===== src/rtl/sum_accumulator_pkg.sv =====
// ============================================================================
// Module : sum_accumulator_pkg
// Brief  : Shared widths, state encoding and state type for sum_accumulator.
// Rev    : 1.0  initial release
// ============================================================================
`default_nettype none

package sum_accumulator_pkg;

    localparam int unsigned c_BW_DATA = 4;
    localparam int unsigned c_BW_ACC  = 8;
    localparam int unsigned c_BW_LEN  = 4;

    localparam logic [1:0] S_IDLE = 2'd0;
    localparam logic [1:0] S_ACC  = 2'd1;
    localparam logic [1:0] S_DONE = 2'd2;

    typedef enum logic [1:0] {
        ST_IDLE = S_IDLE,
        ST_ACC  = S_ACC,
        ST_DONE = S_DONE
    } state_e;

endpackage

`default_nettype wire


===== src/rtl/sat_adder.sv =====
// ============================================================================
// Module : sat_adder
// Brief  : Combinational unsigned add that clamps to all-ones on carry-out.
// Rev    : 1.0  initial release
// ============================================================================
`default_nettype none

module sat_adder #(
    parameter int BW_ACC = 8
) (
    input  logic [BW_ACC-1:0] i_acc,
    input  logic [BW_ACC-1:0] i_smp,
    output logic [BW_ACC-1:0] o_sum,
    output logic              o_ovf
);

    logic [BW_ACC:0] w_full;

    assign w_full = {1'b0, i_acc} + {1'b0, i_smp};
    assign o_ovf  = w_full[BW_ACC];
    assign o_sum  = o_ovf ? {BW_ACC{1'b1}} : w_full[BW_ACC-1:0];

endmodule

`default_nettype wire


===== src/rtl/sum_accumulator.sv =====
// ============================================================================
// Module : sum_accumulator
// Brief  : Accumulates a programmed count of adder samples into a saturating
//          total and presents it on a valid/ready result port.
// Rev    : 1.0  initial release
// ============================================================================
`default_nettype none

module sum_accumulator
    import sum_accumulator_pkg::*;
#(
    parameter int BW_DATA = c_BW_DATA,
    parameter int BW_ACC  = c_BW_ACC,
    parameter int BW_LEN  = c_BW_LEN
) (
    input  logic               i_clk,
    input  logic               i_rstn,
    input  logic [BW_DATA-1:0] i_y,
    input  logic               i_y_vld,
    input  logic               i_start,
    input  logic [BW_LEN-1:0]  i_len,
    output logic [BW_ACC-1:0]  o_acc,
    output logic               o_acc_vld,
    input  logic               i_acc_rdy,
    output logic               o_sat,
    output logic               o_busy
);

    localparam logic [BW_LEN-1:0] c_ONE = BW_LEN'(1);

    state_e              r_state;
    state_e              w_state_nxt;
    logic [BW_LEN-1:0]   r_cnt;
    logic [BW_LEN-1:0]   r_len;
    logic [BW_ACC-1:0]   r_acc;
    logic                r_sat;
    logic [BW_ACC-1:0]   w_smp_ext;
    logic [BW_ACC-1:0]   w_sum;
    logic                w_ovf;
    logic                w_last;

    assign w_smp_ext = BW_ACC'(i_y);
    assign w_last    = (r_cnt == (r_len - c_ONE));

    sat_adder #(
        .BW_ACC (BW_ACC)
    ) u_sat_adder (
        .i_acc  (r_acc),
        .i_smp  (w_smp_ext),
        .o_sum  (w_sum),
        .o_ovf  (w_ovf)
    );

    always_ff @(posedge i_clk or negedge i_rstn) begin
        if (!i_rstn) begin
            r_state <= ST_IDLE;
        end else begin
            r_state <= w_state_nxt;
        end
    end

    // A zero-length job skips ACC and reports the cleared total directly.
    always_comb begin
        w_state_nxt = r_state;
        case (r_state)
            ST_IDLE: if (i_start)           w_state_nxt = (i_len != '0) ? ST_ACC : ST_DONE;
            ST_ACC:  if (i_y_vld && w_last) w_state_nxt = ST_DONE;
            ST_DONE: if (i_acc_rdy)         w_state_nxt = ST_IDLE;
            default:                        w_state_nxt = ST_IDLE;
        endcase
    end

    always_ff @(posedge i_clk or negedge i_rstn) begin
        if (!i_rstn) begin
            r_cnt <= '0;
            r_len <= '0;
            r_acc <= '0;
            r_sat <= 1'b0;
        end else begin
            case (r_state)
                ST_IDLE: begin
                    if (i_start) begin
                        r_len <= i_len;
                        r_cnt <= '0;
                        r_acc <= '0;
                        r_sat <= 1'b0;
                    end
                end
                ST_ACC: begin
                    if (i_y_vld) begin
                        r_acc <= w_sum;
                        r_sat <= r_sat | w_ovf;
                        r_cnt <= r_cnt + c_ONE;
                    end
                end
                default: begin
                end
            endcase
        end
    end

    assign o_acc     = r_acc;
    assign o_sat     = r_sat;
    assign o_acc_vld = (r_state == ST_DONE);
    assign o_busy    = (r_state != ST_IDLE);

endmodule

`default_nettype wire


===== config.mk =====
export PLATFORM = sky130hd
export DESIGN_NAME = sum_accumulator
export DESIGN_NICKNAME = d
export VERILOG_FILES = /design/src/rtl/sum_accumulator_pkg.sv /design/src/rtl/sat_adder.sv /design/src/rtl/sum_accumulator.sv
export SDC_FILE = /design/constraint.sdc
export NUM_CORES = 1
export LEC_CHECK = 0
export ABC_AREA = 1
export BUFFER_PORTS_ARGS = -buffer_cell sky130_fd_sc_hd__buf_2
export CORE_AREA = 2 2 74 69
export DETAILED_ROUTE_END_ITERATION = 10
export DIE_AREA = 0 0 76 71
export PLACE_DENSITY_LB_ADDON = 0.25
export SYNTH_ARGS = -nofsm -noshare
export SYNTH_HDL_FRONTEND = slang
export SYNTH_SLANG_ARGS = --single-unit

===== constraint.sdc =====
create_clock -name i_clk -period 2 [get_ports i_clk]
set_clock_uncertainty 0.2 [all_clocks]
set_input_delay 0.1 -clock i_clk [delete_from_list [all_inputs] [get_ports i_clk]]
set_output_delay 0.1 -clock i_clk [all_outputs]
set_load 0.05 [all_outputs]

# --- Yosys cells after proc, flatten, opt, wreduce, memory -nomap -nowiden ---
# Cells that the tools add are included.
# Widths: inputs -> output; s select.
totals:
  register_bits: 19
  in_bits: 13
  output_inout_bits: 11
  wordCells: 39
op_classes:
  n_addsub: 3
  eq_ne: 7
  muxes: 15
  bitwise: 1
  n_reduce_logical: 8
ops:
  columns: ["operator", "count"]
  rows:
  - ["$mux 8", 3]
  - ["$pmux 8 s2", 1]
  - ["$add 8x4->9", 1]
  - ["$mux 2", 4]
  - ["$mux 4", 2]
  - ["$pmux 4 s2", 1]
  - ["$ne 2x2->1 const B", 3]
  - ["$pmux 2 s3", 1]
  - ["$reduce_and 3->1", 2]
  - ["$add 4x1->4 const B", 1]
  - ["$eq 4x4->1", 1]
  - ["$reduce_bool 2->1", 2]
  - ["$reduce_bool 4->1", 1]
  - ["$sub 4x1->4 const B", 1]
  - ["$eq 2x1->1 const B", 1]
  - ["$eq 2x2->1 const B", 1]
  - ["$logic_not 2->1", 1]
  - ["$mux 1", 2]
  - ["$ne 2x1->1 const B", 1]
  - ["$pmux 1 s2", 1]
  - ["$reduce_and 2->1", 1]
  - ["$logic_and 1x1->1", 1]
  - ["$or 1x1->1", 1]

# --- Logic depth before layout (Yosys ltp) ---
logic_depth:
  word_depth: 5
  mapped_depth: 9
  ltp_nobuf: 9

# --- Hierarchy ---
# A second synthesis with hierarchy kept.
hier_totals:
  cells_unflattened: 194
  area_unflattened_um2: 1398.8
modules_own_cells:
  columns: ["module", "instances", "cells_each", "area_per_inst_um2", "seq_area_each_um2"]
  rows:
  - ["sum_accumulator", 1, 117, 978.4, 475.5]
  - ["sat_adder", 1, 77, 420.4, 0.0]

# --- Worst setup path after synthesis ---
# Ideal clock, no wire load.
synth_path:
  kind: "register to register"
  startpoint: "register r_acc[0], in the netlist o_acc[0]"
  endpoint: "register r_acc[7], in the netlist o_acc[7]"
  setup_time_ns: 0.118
  arrival_time_ns: 1.741
  required_time_ns: 1.682
  setup_slack_ns: -0.059
  stages_incl_launch_ff: 9
  n_path_buf: 0
  period_less_slack_ns: 2.059
  cell_sequence: "dfrtp_1 ha_1 fa_1 nand3_1 nand2_1 nor2_1 nand2_1 nand3_1 nand2_1"
synth_between:
  elab_chain_cells: 4
synth_rtl:
  columns: ["item", "line_no", "source"]
  rows:
  - ["from (decl)", "sum_accumulator.sv:35", "logic [BW_ACC-1:0] r_acc;"]
  - ["from (signal assigned)", "sum_accumulator.sv:91", "r_acc <= w_sum;"]
  - ["$add 8x4->9", "sat_adder.sv:19", "assign w_full = {1'b0, i_acc} + {1'b0, i_smp};"]
  - ["$mux 8", "sat_adder.sv:21", "assign o_sum = o_ovf ? {BW_ACC{1'b1}} : w_full[BW_ACC-1:0];"]
  - ["$mux 8", "sum_accumulator.sv:90", "if (i_y_vld) begin"]
  - ["$pmux 8 s2", "sum_accumulator.sv:80", "case (r_state)"]
# No other way between the ends. The select of a mux whose other input is x is not followed.
# A chain may end at the register's enable or synchronous reset.

# --- Final worst setup path ---
layout_path:
  startpoint: "register r_acc[0], in the netlist o_acc[0]"
  endpoint: "register r_acc[5], in the netlist o_acc[5]"
# The elaborated chain is that of the path after synthesis.

==> results by stage <==
Synthesis:
- The average footprint of a synthesized cell is 7.41 sq um.
- The synthesized instance count is 165.
- The library cell occupying the most area in the post-synthesis netlist is dfrtp_1.
- The area of the mapped netlist is between 0.001 and 0.0015 sq mm.
- In this run, synthesis produced a sequential element count of 19.
- The top cell type's share of synthesized area is 38.9%.
- The number of different library cells used by synthesis comes to 25.
- The number of warnings reported in the yosys synthesis log is 0.
- By area the synthesized netlist is led by dfrtp_1 (39%), nand2_1 (16%), inv_1 (7.1%).
- The net count after synthesis is about 190.
- The part of the Yosys area used for sequential elements is 38.9%.

Worst setup path:
- Along the worst path, the maximum fanout reaches 6.
- The worst setup path is of the flip-flop to flip-flop kind.
- The worst register-to-register path begins at o_acc[0].
- The worst setup slack for register-to-register paths is 130 ps.
- The startpoint type of the worst setup path is a flip-flop.
- The reg-to-reg endpoint is o_acc[5].
- STA puts the critical path data arrival time at 1830 ps.
- The worst setup path is captured at a flip-flop.
- The number of cells on the worst reg-to-reg path is 8.
- For the worst setup path, the data required time is between 1500 and 2000 ps.
- Tracing the worst setup path back leads to its startpoint at o_acc[0].

GRT:
- For this run, global-route usage on met3 was measured as 1.15%.
- The initial antenna violation count is 0.
- The number of global-route vias before repair came to 1,052.
- Across every metal layer, demand over resource in global routing totals 11.3%.
- After global routing the overflow that remains totals 0.
- After global routing, the most crowded layer is met2.
- In the global route stage, met2 resource usage came out at 17.4%.
- The pin count of the biggest net entering global routing is 20.
- The met1 global-route usage is 16.0%.
- The wire length of the first global-routing pass is between 4 and 5 mm.

Clock network:
- The maximum level of the CTS H-tree is 1.
- Once the clock tree was built, the setup fixing pass inserted 0 buffers.
- The cell sitting at the root of the clock tree is a clkbuf_8.
- The clock drives 19 sinks.
- TritonCTS built the clock tree.
- Buffers inserted during clock tree synthesis total 3.
- The clock reaches the later pin of the worst-skew pair after 260 ps.
- The longest clock path from root to sink contains 2 buffers.
- Clock-pin slew was measured on the worst setup and hold paths at 80 ps.

Pwr:
- The net switching component of the power is 1.07 mW.
- In this run, the combinational gates consume a little over half of the power.
- The share of power burned in registers is approximately 32%.
- For this design the static power due to leakage is 0.833 nW.
- In this run the power density over the cells is 1360 mW/mm^2.
- IR analysis of the VDD net gives a maximum drop of 0.000507 V.
- Net switching is 50.6% of the power.
- The overall power after layout is 2.12 mW.
- Internal power comes to 1.05 mW.
- The share of total power dissipated in the clock network is 13.4%.

Place:
- After detailed placement, the total cell area comes to 0.00142 sq mm.
- Routability-driven placement finished with a final weighted congestion of about 0.84.
- Counting tap cells, the placed design contains a total of ~250 instances.
- Buffers placed on the I/O ports in this run total 23.
- The detailed-placement wirelength estimate is 2.03 mm.

Timing:
- The setup TNS is 0 ps.
- The final hold violation count is 0.
- The maximum operating frequency is 0.535 GHz.
- The number of max-slew violations in the final report is 0.
- Setup repair after global routing left no endpoint under its margin.
- The time the final worst path needs with I/O delays and setup is 1870 ps.
- The final number of setup-violating endpoints is 0.
- The transition time of the tightest slew-check pin is 449 ps.
- In this run the tightest slew margin relative to its limit is a little over two thirds.
- The fraction of the cycle the final worst path needs is 93.5%.

Detailed routing:
- The number of vias after detailed routing is 1,116.
- After detailed routing, the average wire length per cell comes to 10.3 um.
- Before antenna repair, the detailed router went through 4 iterations.
- The final layout contains routed wiring with a total length of about 2.7 mm.
- The number of violations reported at the end of detailed-routing iteration 0 is 43.
- The number of vias per cell is 4.21.
- For this run, design rule violations remaining after detail routing come to 0.
- The remaining antenna violation count is 0.

Die:
- Measured along the y axis, the die boundary spans just over 70 um.
- In this run the count of I/O pins placed on the die edge is 24.
- The floorplan step defined a die boundary enclosing 0.00540 sq mm.
- The placeable core region is 0.00465 sq mm.
- The width of the chip is 76 um.
- For this configuration, the core starts out at a cell density of between 20% and 30%.
- In this run the core area contains 24 standard-cell rows.

Layout:
- The fraction of layout instances using a drive strength above 1 is between 20% and 30%.
- The fill cell total of the finished layout is 513.
- For this run, the share of the core covered by cells in the final layout is 33.4%.
- The combined flip-flop and latch cell area is 477 sq um.
- The multi-input combinational cells in the finished layout cover a total of 642 sq um.
- The number of standard cells in the layout, taps in and fillers out is 265.
- The post-synthesis to final-layout area growth is 27.2%.
- The number of antenna diodes is 0.
- The count of nets after finishing is 221.
- The post-layout instance area is 0.00156 sq mm.

Outcome:
- The flow ran to the end, and the final reports show no timing, DRC or antenna violations.

Hold path:
- The launch point of the worst hold path is i_y[1].
- The end of the worst hold path is o_acc[1].
- The class of the worst hold path is primary input to flip-flop.
- Along the worst hold path, the cell count comes to 4.

Flow run:
- Max-cap violations in this run came to 0.
-- per-layer routing --
| layer | share of wire, % | up-vias |
|---|---|---|
| met2 | 45 | 13 |
| met1 | 51 | 503 |
| met4 | 2.2 | 0 |
| li1 | - | 595 |
| met3 | 1.6 | 5 |
| met5 | 0 | - |
-- cells by family after synthesis --
| logic type | count (synthesis) | share of synthesized area, % |
|---|---|---|
| compound gates | 19 | 8.60 |
| flops | 19 | 38.9 |
| buf+inv | 28 | 8.80 |
| xor+xnor | 3 | 2.15 |
| fa+ha+maj | 7 | 7.78 |
| simple gates | 89 | 33.8 |
-- layout by cell type, fill, tap and decap left out, drive strengths merged --
master | synthesis | final
clkbuf | 0 | 4
fa | 1 | 1
nand3b | 1 | 1
nand4 | 5 | 5
a21oi | 4 | 4
dlygate4sd3 | 0 | 9
xnor2 | 2 | 2
dfrtp | 19 | 19
xor2 | 1 | 1
inv | 26 | 26
nand2 | 54 | 54
o211ai | 1 | 1
o31ai | 1 | 1
a31oi | 1 | 1
ha | 6 | 6
nor2 | 14 | 14
o21ai | 12 | 12
buf | 2 | 24
nand3 | 15 | 15
-- worst max path at each step --
stage | end | slack [ps] | cells after the start
2_1_floorplan | o_acc[7] | 40 | 8
3_3_place_gp | o_acc[5] | 110 | 8
3_5_place_dp | o_acc[6] | 70 | 7
4_1_cts | o_acc[6] | 50 | 7
5_1_grt | o_acc[7] | 6 | 8
6_report | o_acc[5] | 130 | 8
-- registers in the layout, indices dropped and copies added, names as in the netlist --
register  flops
o_acc         8
r_cnt         4
r_len         4
r_state       2
o_sat         1
-- per-stage QoR --
| stage | setup WS (ps) | hold slack, ps |
|---|---|---|
| detailed placement | 72.8 | -119 |
| CTS | 51.7 | 80.3 |
| finish | 129 | 77.4 |
| global route | 6.17 | 93.5 |
| floorplan | 44.0 | -396 |
| global placement | 114 | -117 |
-- what timing repair did --
action / 4_1_cts / 5_1_grt
resized for setup: 0 / 2
hold endpoints to repair: 27 / 0
setup endpoints to repair: 0 / 5
hold buffers: 9 / 0
-- cell usage after synthesis, drive strengths merged --
master	n
nor2	14
o211ai	1
nand2	54
xor2	1
o21ai	12
xnor2	2
o31ai	1
ha	6
nand3	15
a21oi	4
fa	1
inv	26
nand3b	1
nand4	5
a31oi	1
dfrtp	19
buf	2
-- layout make-up --
type / instances / share of cell area, %
repair buffers: 33 / 13.7
clock buffers: 4 / 2.90
flip-flops and latches: 19 / 30.7
inverters: 26 / 6.28
well taps: 65 / 5.23
multi-input cells: 118 / 41.3
-- power groups by stage --
stage               Combinational (mW)  Clock, mW  Sequential [mW]
floorplan                        0.741          0            0.822
global placement                  1.14          0            0.693
detailed placement                1.13          0            0.695
CTS                               1.16      0.291            0.687
global route                      1.30      0.305            0.711
finish                            1.15      0.284            0.681
-- critical path, cell delays in order (launching register included) --
cell and delay (ps):
dfrtp_2 410, ha_1 220, fa_1 420, nand3_1 120
nand2_2 110, nand4_4 130, o21ai_2 70, inv_1 50
nand2_1 40
(Power assumes the default switching activity.)
